--- config.mk ---
export PLATFORM = sky130hd
export DESIGN_NAME = pwm_sine_multich
export DESIGN_NICKNAME = d
export VERILOG_FILES = /design/src/rtl/pwm_sine_multich.sv
export SDC_FILE = /design/constraint.sdc
export NUM_CORES = 1
export LEC_CHECK = 0
export CORE_MARGIN = 5
export CORE_UTILIZATION = 30
export CTS_BUF_LIST = sky130_fd_sc_hd__clkbuf_16
export DETAILED_ROUTE_END_ITERATION = 7
export PLACE_DENSITY = 0.57
export SETUP_SLACK_MARGIN = 0.15
export SLEW_MARGIN = 20
export SYNTH_ARGS = -nofsm -noshare
export SYNTH_HDL_FRONTEND = slang
export SYNTH_SLANG_ARGS = --single-unit
--- constraint.sdc ---
create_clock -name clk -period 20.7 [get_ports clk]
set_input_delay 6.21 -clock clk [delete_from_list [all_inputs] [get_ports clk]]
set_output_delay 6.21 -clock clk [all_outputs]
set_load 0.05 [all_outputs]
--- src/rtl/pwm_sine_multich.sv ---
// Multi-channel sine-modulated PWM generator.
// A shared R-bit counter defines the PWM period; every hold_n periods the
// sine-table step advances and each channel reloads its duty from the table
// at its own phase offset (or from duty_const in fixed-duty mode).
module pwm_sine_multich #(
   parameter int R  = 6,
   parameter int CH = 3
) (
   input  logic              clk,
   input  logic              rst,
   input  logic              en,
   input  logic              mode,
   input  logic [11:0]       hold_n,
   input  logic [R-1:0]      duty_const,
   input  logic [6*CH-1:0]   phase_off,
   output logic [CH-1:0]     pwm_out,
   output logic [5:0]        step_idx,
   output logic              period_tick
);

   localparam int SH = 10 - R;

   // Table duty for entry k: 10-bit sine sample scaled down to R bits.
   function automatic logic [R-1:0] table_duty(input logic [6:0] k);
      logic [9:0] s;
      case (k)
         7'd0:  s = 10'd512;   7'd1:  s = 10'd600;   7'd2:  s = 10'd687;
         7'd3:  s = 10'd768;   7'd4:  s = 10'd841;   7'd5:  s = 10'd904;
         7'd6:  s = 10'd955;   7'd7:  s = 10'd993;   7'd8:  s = 10'd1016;
         7'd9:  s = 10'd1023;  7'd10: s = 10'd1016;  7'd11: s = 10'd993;
         7'd12: s = 10'd955;   7'd13: s = 10'd904;   7'd14: s = 10'd841;
         7'd15: s = 10'd768;   7'd16: s = 10'd687;   7'd17: s = 10'd600;
         7'd18: s = 10'd512;   7'd19: s = 10'd423;   7'd20: s = 10'd336;
         7'd21: s = 10'd256;   7'd22: s = 10'd182;   7'd23: s = 10'd119;
         7'd24: s = 10'd68;    7'd25: s = 10'd30;    7'd26: s = 10'd7;
         7'd27: s = 10'd0;     7'd28: s = 10'd7;     7'd29: s = 10'd30;
         7'd30: s = 10'd68;    7'd31: s = 10'd119;   7'd32: s = 10'd182;
         7'd33: s = 10'd256;   7'd34: s = 10'd336;   7'd35: s = 10'd423;
         default: s = 10'd512;
      endcase
      return R'(s >> SH);
   endfunction

   // Table index (step + offset) mod 36; offsets of 36..63 fold back once.
   function automatic logic [6:0] wrap_idx(input logic [5:0] step, input logic [5:0] off);
      logic [6:0] off_r;
      logic [6:0] sum;
      off_r = (off >= 6'd36) ? ({1'b0, off} - 7'd36) : {1'b0, off};
      sum   = {1'b0, step} + off_r;
      if (sum >= 7'd36) begin
         sum = sum - 7'd36;
      end
      return sum;
   endfunction

   logic [R-1:0] q_q, q_d;
   logic [11:0]  n_q, n_d;
   logic [5:0]   step_q, step_d;
   logic [R-1:0] duty_q [CH];
   logic [R-1:0] duty_d [CH];
   logic [11:0]  hold_eff;
   logic         tick;

   // Last cycle of a running PWM period.
   always_comb begin
      tick = en & (q_q == '1);
   end

   // Next-state: counter, hold/step sequencer, duty reload on tick only.
   always_comb begin
      q_d      = q_q;
      n_d      = n_q;
      step_d   = step_q;
      duty_d   = duty_q;
      hold_eff = (hold_n == '0) ? 12'd1 : hold_n;
      if (en) begin
         q_d = q_q + 1'b1;
      end
      if (tick) begin
         if (n_q >= hold_eff - 12'd1) begin
            n_d    = '0;
            step_d = (step_q == 6'd35) ? '0 : step_q + 6'd1;
         end else begin
            n_d = n_q + 12'd1;
         end
         // Duty uses the post-update step so the new period starts on the new sample.
         for (int unsigned c = 0; c < CH; c++) begin
            duty_d[c] = mode ? duty_const : table_duty(wrap_idx(step_d, phase_off[6*c +: 6]));
         end
      end
   end

   // State registers with synchronous reset.
   always_ff @(posedge clk) begin
      if (rst) begin
         q_q    <= '0;
         n_q    <= '0;
         step_q <= '0;
         duty_q <= '{default: '0};
      end else begin
         q_q    <= q_d;
         n_q    <= n_d;
         step_q <= step_d;
         duty_q <= duty_d;
      end
   end

   // PWM compare and status outputs.
   always_comb begin
      pwm_out = '0;
      for (int unsigned c = 0; c < CH; c++) begin
         pwm_out[c] = en & (q_q < duty_q[c]);
      end
      step_idx    = step_q;
      period_tick = tick;
   end

endmodule

# Word-level counts from Yosys, hierarchy flattened
# Memories as Yosys holds them, arrays and structs flattened.
# Cells that the tools add are included.
totals:
  register_bits: 42
  mem_count: 3
  mem_bits_ro: 1920
  elab_cells: 59
  output_inout_bits: 10
  input_bits: 40
mem_list:
  columns: ["name", "depth", "word_bits", "rd", "rd_ports_with_merged_regs", "write_ports", "line", "source"]
  rows:
  - ["(name not given)", 64, 10, 1, 0, 0, "26", "case (k)"]
  - ["(name not given)", 64, 10, 1, 0, 0, "26", null]
  - ["(name not given)", 64, 10, 1, 0, 0, "26", null]
classes:
  n_addsub: 13
  magnitude_cmp: 10
  reduce_logical: 1
  eq_ne: 2
  n_mux: 20
  bitwise_logic: 4
op_table:
  columns: ["cell", "count"]
  rows:
  - ["7-bit 2-to-1 mux", 9]
  - ["6-bit 2-to-1 mux", 6]
  - ["10-bit 2-to-1 mux", 3]
  - ["12-bit 2-to-1 mux", 2]
  - ["6-bit by 7-bit adder with 7-bit output", 3]
  - ["7-bit by 6-bit greater-or-equal comparator with 1-bit output, second input constant", 3]
  - ["6-bit by 6-bit subtractor with 7-bit output, second input constant", 3]
  - ["7-bit by 6-bit subtractor with 7-bit output, second input constant", 3]
  - ["6-bit greater-or-equal comparator, second input constant", 3]
  - ["6-bit less-than comparator", 3]
  - ["12-bit by 1-bit adder with 12-bit output, second input constant", 1]
  - ["6-bit by 1-bit adder with 6-bit output, second input constant", 2]
  - ["6-bit == test, second input constant", 2]
  - ["12-bit greater-or-equal comparator", 1]
  - ["12-bit zero test", 1]
  - ["12-bit by 1-bit subtractor with 12-bit output, second input constant", 1]
  - ["1-bit bitwise AND", 4]

# Longest topological paths before layout
# An unclocked memory read counts as a cell.
depth:
  depth_word: 13
  mapped_depth: 34
  ltp_nobuf: 32

# Worst setup path before layout
# OpenSTA, ideal clock, no wires.
synth_timing:
  kind: "input port to output port"
  startpoint: "input en"
  endpoint: "output period_tick"
  setup_slack_ns: 6.955
  path_buffers: 2
  t_arrival_ns: 7.535
  t_required_ns: 14.490
  path_stages: 5
  path_cell_list: "clkbuf_1 and3_1 nand4_1 inv_2 clkbuf_1"
synth_via:
  elab_chain_len: 1
synth_rtl:
  columns: ["item", "line", "source"]
  rows:
  - ["from (decl)", "11", "input logic en,"]
  - ["1-bit bitwise AND", "66", "tick = en & (q_q == '1);"]
  - ["to (decl)", "18", "output logic period_tick"]
# No other way between the ends.

# Worst setup path in the final report
# Ends and elaborated chain as after synthesis.

==> metrics.md <==
| Metric | Value |
|---|---|
| Synthesized flop and latch total | 42 |
| Overall power | 0.247 mW |
| Maximum vdd drop | 29.8 uV |
| CP startpoint kind | input port |
| Die Height | 149 um |
| Cell variety after synth | 84 |
| Critical path class | in -> out |
| Status | completed |
| Post_cts resized | 0 |
| Post-CTS setup buffer count | 0 |
| Top Usage Layer GRT | met2 |
| Starting Density | 30.7% |
| PwrDens | 37.0 mW/mm2 |
| Flop pwr share | 33.2% |
| Clock skew | 0.00762 ns |
| Comb pwr share | 36.2% |
| Largest net degree at the start of global routing | 44 |
| Crit. End Element | output port |
| Met3 global-route usage | 1.37% |
| DR WL/cell | 14.6 um |
| Largest cells by area after synthesis | ha_1, dfxtp_1, nor2_1 |
| Num ports | 50 |
| Worst EP arrival | 8.55 ns |
| Worst slew margin | 28.2% |
| Post-DP HPWL | 11700 um |
| Proportion of layout cells with a drive suffix above 1 | 6.05% |
| Die footprint | 0.0222 mm2 |
| Leakage power | 2.61 nW |
| Dpl cell area | 0.00654 mm2 |
| GRT met2 Usage | 20.9% |
| Cells after Synth | 755 |
| Worst-margin pin slew | 1.07 ns |
| Routability cong. | 0.820 |
| M1 GR Usage | 20.0% |
| FF-to-FF setup slack | 14.16 ns |
| Register area share after synthesis | 14.5% |
| Syn_nets | 877 |
| Slowest-stage cell, CP | clkdlybuf4s50_1 |
| Max incr delay on CP | 0.88 ns |
| Final Setup Violations | 0 |
| Drt first pass iters | 5 |
| Vias in the first global route | 4883 |
| All-Layer GR Usage | 13.3% |
| Final wirelength | 15300 um |
| Hold Fails Final Rpt | 0 |
| Min-delay worst type | reg -> reg |
| # DRC | 0 |
| FF-to-FF Start | n_q[0] |
| CTS HTree Levels | 2 |
| Hold wc startpoint | duty_q[5] |
| Fmax | 67.7 MHz |
| Core Box Area | 0.0188 mm2 |
| Initial antenna violation count | 0 |
| Longest Clk Path Bufs | 2 |
| Multi-input gate area | 0.00466 mm2 |
| CP Launch Point | en |
| Root Buffer | clkbuf_16 |
| Final Cell Area | 0.00668 mm2 |
| Ant diodes | 0 |
| CTS tree | yes |
| Synth top area share | 17.1% |
| # rows | 50 |
| Synth top cells by count | ha_1, nor2_1, inv_1, nand2_1, a21oi_1 |
| Async set-reset flop share out of synthesis | 0% |
| Drt via density | 5.30 |
| Max FO, Critical Path | 29 |
| Max-Cap Viols | 0 |
| Vias | 5576 |
| CP most frequent cell | clkdlybuf4s50_1 |
| Post-DRT Antenna Nets | 0 |
| Cell taking the most area after synthesis | ha_1 |
| Top FF cell, synth | dfxtp_1 |
| P_int | 0.162 mW |
| Nets | 914 |
| Period utilization | 71.3% |
| Clock power frac | 30.6% |
| NetSw | 0.0856 mW |
| Data required, critical path | 14.49 ns |
| Hold Buf Count CTS | 0 |
| Ys Warns | 0 |
| TNS Setup | 0 ns |
| Sw Ratio | 34.6% |
| Post-synth EDFFs | 0 |
| Initial drt markers | 320 |
| Grt total ovfl | 0 |
| Tmin final | 14.76 ns |
| Crit path cell chain | clkdlybuf4s50_1, and3_1, nand4_1, buf_4, inv_2, clkdlybuf4s50_1 |
| Worst-skew pair later-pin latency | 0.28 ns |
| Max-slew violation count | 0 |
| Worst-path clk slew | 0.06 ns |
| Avg Inst Size Synth | 7.66 um2 |
| First-pass GRT wire length | 24900 um |
| Count leader, synth | ha_1 |
| PortBufs | 49 |
| CTS Sinks | 42 |
| Area Overhead vs Synth | 15.5% |
| CTS buffer count | 5 |
| Unrepaired setup endpoints after global routing | false |
| Fillers | 2004 |
| FF/Latch Area | 841 um2 |
| Die width | 149 um |
| Syn Std Cell Area | 0.00578 mm2 |
## layout make-up
class | instances | share of cell area (%)
inverters | 53 | 2.98
repair buffers | 53 | 7.79
multi-input cells | 637 | 69.7
clock buffers | 5 | 1.87
well taps | 260 | 4.87
clock inverters | 3 | 0.187
flip-flops and latches | 42 | 12.6
## worst paths after layout
path            endpoint  cells past startpoint
max          period_tick                      6
min            duty_q[5]                      2
max reg2reg   duty_q[14]                     27
min reg2reg    duty_q[5]                      2
## kinds of logic after synthesis
logic type,share of synthesized area (%)
AOI/OAI and AO/OA,32.1
xor gates and xnor gates,4.67
adders and majority gates,18.1
buffers and inverters,5.08
DFF,14.5
muxes,1.49
and+or+nand+nor,23.9
## routing by layer
metal  routed length (um)  part of all wire (%)  up-vias
met3                  543                   3.5        6
met5                    0                     0        -
li1                     -                     -     2909
met1                 7950                    52     2562
met4                   97                  0.63        0
met2                 6750                    44       99
## per-stage QoR
step	setup WS (ns)	instances	util, %	hold slack (ns)
after global placement	5.96	1045	34.7	0.448
after detailed placement	5.95	1045	34.7	0.456
after CTS	5.94	1053	35.5	0.464
after global routing	5.85	1053	35.5	0.487
final	5.94	1053	35.5	0.460
after floorplan	6.96	755	-	0.436
## placed cells by master, fill, tap and decap left out, types with 11 or more instances in the layout
cell type,instances
nand2b_1,12
a211oi_1,16
nand2_1,52
nor2b_1,11
inv_1,53
nor3_1,31
nor2_1,77
a21o_1,14
dfxtp_1,42
o21ai_0,42
xnor2_1,13
ha_1,79
nand3_1,17
clkdlybuf4s50_1,49
a21oi_1,45
xor2_1,16
o211ai_1,11
## state kept, by name, summed over array words and instances (netlist names)
| name | flops |
|---|---|
| duty_q | 18 |
| n_q | 12 |
| step_idx | 6 |
| q_q | 6 |
## critical path: cells and delay by family
kind                   cells  cell delay (ns)
buffers and inverters      4             2.01
AND/OR/NAND/NOR            2             0.31
## power by group through the flow
stage | sequential (mW) | combinational, mW | clock (mW)
2_1_floorplan | 0.0835 | 0.0639 | 0
3_3_place_gp | 0.0840 | 0.0884 | 0
3_5_place_dp | 0.0840 | 0.0882 | 0
4_1_cts | 0.0822 | 0.0888 | 0.0765
5_1_grt | 0.0822 | 0.0997 | 0.0797
6_report | 0.0822 | 0.0894 | 0.0757
No activity file was read; power rests on OpenSTA's default activity.
